File: src/rtl/uart_lock_status_tx.sv
// uart_lock_status_tx: announces the lock state over an 8N1 UART TX line.
// A message ("OPEN\r\n" / "CLOSED\r\n") is sent whenever lock_open differs
// from the last announced state, or when a status request is seen.
module uart_lock_status_tx #(
    parameter int CLKS_PER_BIT = 434
) (
    input  logic clk,
    input  logic rst,
    input  logic lock_open,
    input  logic status_req,
    output logic tx_pin,
    output logic tx_busy
);

    localparam int BW = (CLKS_PER_BIT > 1) ? $clog2(CLKS_PER_BIT) : 1;

    typedef enum logic [1:0] {IDLE, START, DATA, STOP} state_t;

    state_t        state, state_n;
    logic [BW-1:0] baud_cnt, baud_n;
    logic [2:0]    bit_idx, bit_n;
    logic [2:0]    byte_idx, byte_n;
    logic          sel, sel_n;
    logic          reported, rep_n;
    logic          req_pending, pend_n;
    logic          tx_n, busy_n;
    logic [7:0]    cur_byte;
    logic          baud_done, last_byte, trigger;

    assign baud_done = (baud_cnt == BW'(CLKS_PER_BIT - 1));
    assign last_byte = sel ? (byte_idx == 3'd5) : (byte_idx == 3'd7);
    assign trigger   = (lock_open != reported) || req_pending || status_req;

    // Message ROM: byte of the selected message at the current byte index
    always_comb begin
        cur_byte = 8'h0A;
        case ({sel, byte_idx})
            4'b1_000: cur_byte = 8'h4F;  // O
            4'b1_001: cur_byte = 8'h50;  // P
            4'b1_010: cur_byte = 8'h45;  // E
            4'b1_011: cur_byte = 8'h4E;  // N
            4'b1_100: cur_byte = 8'h0D;
            4'b1_101: cur_byte = 8'h0A;
            4'b0_000: cur_byte = 8'h43;  // C
            4'b0_001: cur_byte = 8'h4C;  // L
            4'b0_010: cur_byte = 8'h4F;  // O
            4'b0_011: cur_byte = 8'h53;  // S
            4'b0_100: cur_byte = 8'h45;  // E
            4'b0_101: cur_byte = 8'h44;  // D
            4'b0_110: cur_byte = 8'h0D;
            4'b0_111: cur_byte = 8'h0A;
            default:  cur_byte = 8'h0A;
        endcase
    end

    // Next-state logic; tx_n/busy_n are the registered line values for the
    // coming cycle, so the pin always comes straight from a flop.
    always_comb begin
        state_n = state;
        baud_n  = baud_cnt;
        bit_n   = bit_idx;
        byte_n  = byte_idx;
        sel_n   = sel;
        rep_n   = reported;
        pend_n  = req_pending | status_req;
        tx_n    = tx_pin;
        busy_n  = tx_busy;
        case (state)
            IDLE: begin
                tx_n   = 1'b1;
                busy_n = 1'b0;
                baud_n = '0;
                if (trigger) begin
                    state_n = START;
                    sel_n   = lock_open;
                    rep_n   = lock_open;
                    // A request that is itself the trigger is consumed here;
                    // one riding along with another trigger is kept for later.
                    pend_n  = status_req && ((lock_open != reported) || req_pending);
                    byte_n  = 3'd0;
                    tx_n    = 1'b0;
                    busy_n  = 1'b1;
                end
            end
            START: begin
                if (baud_done) begin
                    baud_n  = '0;
                    state_n = DATA;
                    bit_n   = 3'd0;
                    tx_n    = cur_byte[0];
                end else begin
                    baud_n = baud_cnt + BW'(1);
                end
            end
            DATA: begin
                if (baud_done) begin
                    baud_n = '0;
                    if (bit_idx == 3'd7) begin
                        state_n = STOP;
                        tx_n    = 1'b1;
                    end else begin
                        bit_n = bit_idx + 3'd1;
                        tx_n  = cur_byte[bit_idx + 3'd1];
                    end
                end else begin
                    baud_n = baud_cnt + BW'(1);
                end
            end
            STOP: begin
                if (baud_done) begin
                    baud_n = '0;
                    if (last_byte) begin
                        state_n = IDLE;
                        tx_n    = 1'b1;
                        busy_n  = 1'b0;
                    end else begin
                        // Back-to-back bytes: no idle gap inside a message
                        byte_n  = byte_idx + 3'd1;
                        state_n = START;
                        tx_n    = 1'b0;
                    end
                end else begin
                    baud_n = baud_cnt + BW'(1);
                end
            end
            default: begin
                state_n = IDLE;
                tx_n    = 1'b1;
                busy_n  = 1'b0;
            end
        endcase
    end

    // State and output registers; reset abandons any frame in flight
    always_ff @(posedge clk or negedge rst) begin
        if (!rst) begin
            state       <= IDLE;
            baud_cnt    <= '0;
            bit_idx     <= 3'd0;
            byte_idx    <= 3'd0;
            sel         <= 1'b0;
            reported    <= 1'b0;
            req_pending <= 1'b0;
            tx_pin      <= 1'b1;
            tx_busy     <= 1'b0;
        end else begin
            state       <= state_n;
            baud_cnt    <= baud_n;
            bit_idx     <= bit_n;
            byte_idx    <= byte_n;
            sel         <= sel_n;
            reported    <= rep_n;
            req_pending <= pend_n;
            tx_pin      <= tx_n;
            tx_busy     <= busy_n;
        end
    end

endmodule

File: config.mk
export PLATFORM = sky130hd
export DESIGN_NAME = uart_lock_status_tx
export DESIGN_NICKNAME = d
export VERILOG_FILES = /design/src/rtl/uart_lock_status_tx.sv
export SDC_FILE = /design/constraint.sdc
export NUM_CORES = 1
export LEC_CHECK = 0
export ABC_CLOCK_PERIOD_IN_PS = 2100
export BUFFER_PORTS_ARGS = -buffer_cell sky130_fd_sc_hd__buf_2
export CAP_MARGIN = 20
export CORE_MARGIN = 2
export CORE_UTILIZATION = 59
export CTS_BUF_LIST = sky130_fd_sc_hd__clkbuf_4 sky130_fd_sc_hd__clkbuf_8 sky130_fd_sc_hd__clkbuf_16
export DETAILED_ROUTE_END_ITERATION = 6
export PLACE_DENSITY_LB_ADDON = 0.2
export SLEW_MARGIN = 20
export SYNTH_ARGS = -nofsm -noshare
export SYNTH_HDL_FRONTEND = slang
export SYNTH_SLANG_ARGS = --single-unit
export TNS_END_PERCENT = 100
File: constraint.sdc
create_clock -name clk -period 2.1 [get_ports clk]
set_input_delay 0.105 -clock clk [delete_from_list [all_inputs] [get_ports clk]]
set_output_delay 0.105 -clock clk [all_outputs]
set_load 0.03 [all_outputs]
== Word-level counts from Yosys, hierarchy flattened ==
Memories as Yosys holds them, arrays and structs flattened.
Cells that the tools add are included.
Cells by class
  add/sub/neg operators: 3
  magnitude comparators: 1
  equal/unequal tests: 16
  mux-type cells: 33
  bitwise logic cells: 1
  reduce and logical (&&, ||, !) cells: 13
Operator list (count)
  two-way mux 3 bit: 6
  case mux 9 bit (2 select lines): 1
  != test 2 bit (second input constant): 8
  two-way mux 1 bit: 14
  case mux 3 bit (2 select lines): 2
  two-way mux 2 bit: 5
  adder 9 x 1 -> 9 bit (second input constant): 1
  == test 3 bit (second input constant): 3
  == test 9 bit (second input constant): 1
  two-way mux 9 bit: 1
  case mux 2 bit (4 select lines): 1
  AND reduction 4 bit: 2
  adder 3 x 1 -> 3 bit (second input constant): 2
  AND reduction 3 bit: 2
  AND reduction 5 bit: 1
  == test 2 bit (second input constant): 2
  less-than comparator 3 x 4 -> 1 bit (second input constant): 1
  case mux 1 bit (4 select lines): 1
  nonzero test 2 bit: 2
  binary-select mux 1 bit (select 3 bit): 1
  OR reduction 3 bit: 1
  == test 2 x 1 -> 1 bit (second input constant): 1
  logical NOT 2 bit: 1
  logical OR 1 bit: 2
  other kinds (5): 5
Storage, ports and cells
  flip-flop bits (word level): 21
  bits in read-only memories: 96
  input bits: 4
  output and inout port bits: 2
  logic and storage cells: 76
  memories kept: 1
Memories
  (no name shown): depth 16, bits a word 6, read ports 1, clocked after Yosys merged registers in 0, wr ports 0, RTL line 37  | case ({sel, byte_idx})

== Longest topological paths before layout ==
  depth in word-level cells: 6
  depth in mapped cells: 8
  mapped depth without buffers: 7

== Least setup slack after synthesis ==
No wires, ideal clock.
  path type: flip-flop to flip-flop
  from: reg state[0]
  to: reg state[1]
  library setup time: 0.125 ns
  arrival: 1.664 ns
  path slack: 0.311 ns
  stages on the path, launching flop included: 7
  path buffers: 0
  period minus slack after synthesis: 1.789 ns
  cell sequence: dfrtp_1 -> inv_1 -> ha_1 -> inv_1 -> or4_4 -> nand2_2 -> mux2_4
On the way
  word-level cells in the longest chain between the ends: 3
  elaborated cells on any way between the ends: 11
  classes of those cells: eq/ne (8); mux (1); reduce/logical (2)
RTL lines
  start, declared: RTL line 19  | state_t state, state_n;
  start signal, assigned: RTL line 147  | state <= state_n;
  == test 2 bit (tied with other cells): RTL line 68  | case (state)
  != test 2 bit (no line)
  AND reduction 5 bit (no line)
Parallel ways exist; a longest one is shown, timed or not.
A chain may end at the register's enable or synchronous reset.

== Worst setup path in the final report ==
  from: reg byte_idx[0]
  to: reg tx_pin
On the way
  word-level cells in the longest chain between the ends: 6
  elaborated cells on any way between the ends: 12
  classes of those cells: eq/ne (2); mux (9); memory (1)
RTL lines
  start, declared: RTL line 22  | logic [2:0] byte_idx, byte_n;
  start signal, assigned: RTL line 150  | byte_idx <= byte_n;
  memory (16 x 6 bit)
  binary-select mux 1 bit (select 3 bit): RTL line 103  | tx_n = cur_byte[bit_idx + 3'd1];
  two-way mux 1 bit (not written as such): RTL line 103
  two-way mux 1 bit: RTL line 98  | if (bit_idx == 3'd7) begin
  two-way mux 1 bit: RTL line 96  | if (baud_done) begin
  case mux 1 bit (4 select lines) (*): RTL line 68
  end signal, assigned: RTL line 154  | tx_pin <= tx_n;
  end, declared: RTL line 11  | output logic tx_pin,
Mark *: on every way between the ends. The rest lies on a longest branch, timed or not. The select of a mux whose other input is x is not followed.

==> metrics.md <==
| Metric | Value |
|---|---|
| Initial Util | `61.1%` |
| Largest net degree at the start of global routing | `22` |
| Post-synth EDFFs | `0` |
| Hold Path Stages | `3` |
| Post-route insts no fill | `around 190` |
| CP max FO | `11` |
| Layout Area Growth over Synthesis | `5.22%` |
| Critical Path RT | `2.35 ns` |
| Worst r2r src | `byte_idx[0]` |
| Adder-Cell Fraction of Synth Area | `approximately 14%` |
| Overflow after GRT | `0` |
| Final ANT Viol Nets | `0` |
| Pwr Total | `1.55 mW` |
| Slowest cell delay on critical path | `0.57 ns` |
| Filler Cells Inserted | `206` |
| Ant. Diodes | `0` |
| # IOs | `6` |
| Syn_nets | `~180` |
| CP max stage cell | `dfrtp_1` |
| Cells on worst reg2reg path | `7` |
| Cts repair resizes | `0` |
| Compound-cell area share of the yosys netlist | `18.2%` |
| Root buf cell | `clkbuf_4` |
| WS Path Type | `reg -> reg` |
| Synth Warn # | `0` |
| Core area | `2430 um^2` |
| DRT Pass-1 Iters | `4` |
| HPWL after detailed placement | `2100 um` |
| DRT Wirelength | `2790 um` |
| CTS clock-pin slew for the worst setup and hold paths | `0.12 ns` |
| Global-route wire length before repair | `4520 um` |
| H-tree levels | `1` |
| PwrDens | `990 nW/um^2` |
| Distinct cell type count after synthesis | `47` |
| Async set-reset flop share out of synthesis | `100%` |
| Setup Skew | `roughly 0.0035 ns` |
| Max-slew violations | `0` |
| Vias in the first global route | `1021` |
| Simple-gate share of the synthesized area | `21.0%` |
| Ratio of cells with drive above 1 in the final layout | `12.8%` |
| Multiplexer share of the synthesized area | `between 1.5 and 2%` |
| Seq cells post-synth | `21` |
| Vias after detailed routing | `1151` |
| Maximum clock rate | `513 MHz` |
| Worst EP arrival | `2.20 ns` |
| Placed Cells | `189` |
| Detailed-route DRC error count | `0` |
| FF-to-FF setup slack | `between 0.15 and 0.2 ns` |
| Sequential share of the synthesized area | `about 35%` |
| RSZ-0062 raised after global routing | `false` |
| CTS Buffer Depth | `2` |
| Number of max-cap violations | `0` |
| CP Launch Type | `flip-flop` |
| Pleak | `0.687 nW` |
| Syn Inst Count | `157` |
| Port Buf Inserts | `5` |
| Final #Nets | `186` |
| Hold Path Origin | `status_req` |
| Overall Global Routing Usage | `approximately 22%` |
| Maximum VDD drop | `0.979 mV` |
| Post-Synth XOR/XNOR Area | `4.71%` |
| Synthesized area | `about 1500 um^2` |
| Setup crit end kind | `flip-flop` |
| Routability cong. | `0.828` |
| Status | `complete, no violations` |
| Max_slew headroom | `between 60% and 70%` |
| Number of buffers created by CTS | `3` |
| DIE WIDTH | `between 50 and 60 um` |
| Largest family of logic cells by synthesized area | `simple AND/OR/NAND/NOR gates` |
| Row cnt | `18` |
| Post-route minimum period | `1.95 ns` |
| Worst Hold Class | `in -> reg` |
| DR iter-0 viols | `27` |
| Via density | `around 5.9` |
| Chip height | `54.2 um` |
| Syn Area/Cell | `9.47 um^2` |
| Die area | `2940 um^2` |
| Critical Path Start | `byte_idx[0]` |
| # setup viols final | `0` |
| Final Cycle Share | `92.8%` |
| Initial antenna violation count | `0` |
| Total Negative Setup Slacks | `0 ns` |
| Ys flop type | `dfrtp_1` |
| Worst skew pair latency | `approximately 0.31 ns` |
| Avg WL per Cell | `roughly 14 um` |
| Final Hold Fails | `0` |
| CTS tree | `built` |
| Clock Sinks | `21` |
| Worst-margin pin slew | `0.469 ns` |
| Critical path cell sequence | `inv_1 -> ha_1 -> nand2b_1 -> a21oi_1 -> o2111ai_1 -> nand4_1 -> a221o_1` |
## worst paths after layout
path,end
worst max-delay path,tx_pin
worst min-delay path,req_pending
worst max register to register,tx_pin
worst min register to register,baud_cnt[0]
max in group asynchronous,tx_pin
min in group asynchronous,baud_cnt[7]
## cell usage in the layout, fill, tap and decap left out, types with 5 or more instances in the layout
| cell | synthesis | routed |
|---|---|---|
| dfrtp_1 | 20 | 20 |
| nor2_1 | 17 | 17 |
| ha_1 | 17 | 17 |
| nand2_1 | 13 | 13 |
| inv_1 | 12 | 12 |
| o21ai_0 | 9 | 9 |
| nand2b_1 | 6 | 6 |
| a22o_1 | 5 | 5 |
| buf_2 | 0 | 5 |
## cell usage after synthesis (2+ instances only)
library cell	number	area [um^2]
dfrtp_1	20	500
inv_1	12	45.0
nand4_1	3	18.8
nand2b_1	6	37.5
nor2b_1	2	12.5
ha_1	17	213
nand3_1	3	15.0
a21oi_1	4	20.0
o2111ai_1	3	26.3
o21ai_0	9	45.0
o211ai_1	2	15.0
nand2_1	13	48.8
xor2_1	4	35.0
nor3_1	2	10.0
xnor2_1	4	35.0
nor2_1	17	63.8
and3_1	2	12.5
a22o_1	5	43.8
## registers in the layout, indices dropped and copies added, names as in the netlist
name,cells
bit_idx,3
baud_cnt,9
tx_busy,1
reported,1
req_pending,1
byte_idx,3
state,2
tx_pin,1
## layer usage
layer | vias to the layer above | track usage, % | wire length (um)
met5 | - | 0 | 0
met3 | 4 | 2.50 | 86
met4 | 0 | 8.75 | 38
met1 | 560 | 29.3 | 1290
li1 | 569 | - | -
met2 | 18 | 34.5 | 1370
## critical path: cells and delay by family (launching register included)
family,cells,cell delay [ns]
fa+ha+maj,1,0.34
flops,1,0.57
buf+inv,1,0.14
compound gates,3,0.60
simple gates,2,0.24
## cells by family after synthesis
kind of cell,after synthesis
and+or+nand+nor,58
AOI/OAI and AO/OA,36
DFF,21
adders and majority gates,17
buffers and inverters,15
xor gates and xnor gates,8
muxes,2
## metrics by stage
| stage | cell area (um^2) | setup slack [ns] | hold slack [ns] | util [%] |
|---|---|---|---|---|
| after floorplan | 1490 | 0.311 | -0.191 | - |
| after global placement | 1530 | 0.234 | 0.0870 | 62.8 |
| after detailed placement | 1530 | 0.151 | 0.0911 | 62.8 |
| after CTS | 1560 | 0.141 | 0.0405 | 64.3 |
| after global routing | 1560 | 0.0162 | 0.0441 | 64.3 |
| final | 1560 | 0.152 | 0.0477 | 64.3 |
## repair_timing
action                    4_1_cts  5_1_grt
buffers inserted                0        0
hold endpoints to repair       20        0
hold buffers                    1        0
## report_power, final
group / switching [mW] / total, mW / internal [mW]
Clock: 0.132 / 0.203 / 0.0713
Sequential: 0.124 / 0.632 / 0.508
Combinational: 0.396 / 0.713 / 0.318
## layout make-up
class,count,area [um^2],area share (%)
clock buffers,3,22.5,1.44
clock inverters,1,5.00,0.320
inverters,12,45.0,2.88
multi-input cells,121,892,57.0
flip-flops and latches,21,527,33.7
well taps,30,37.5,2.40
repair buffers,6,35.0,2.24
(Power assumes the default switching activity.)
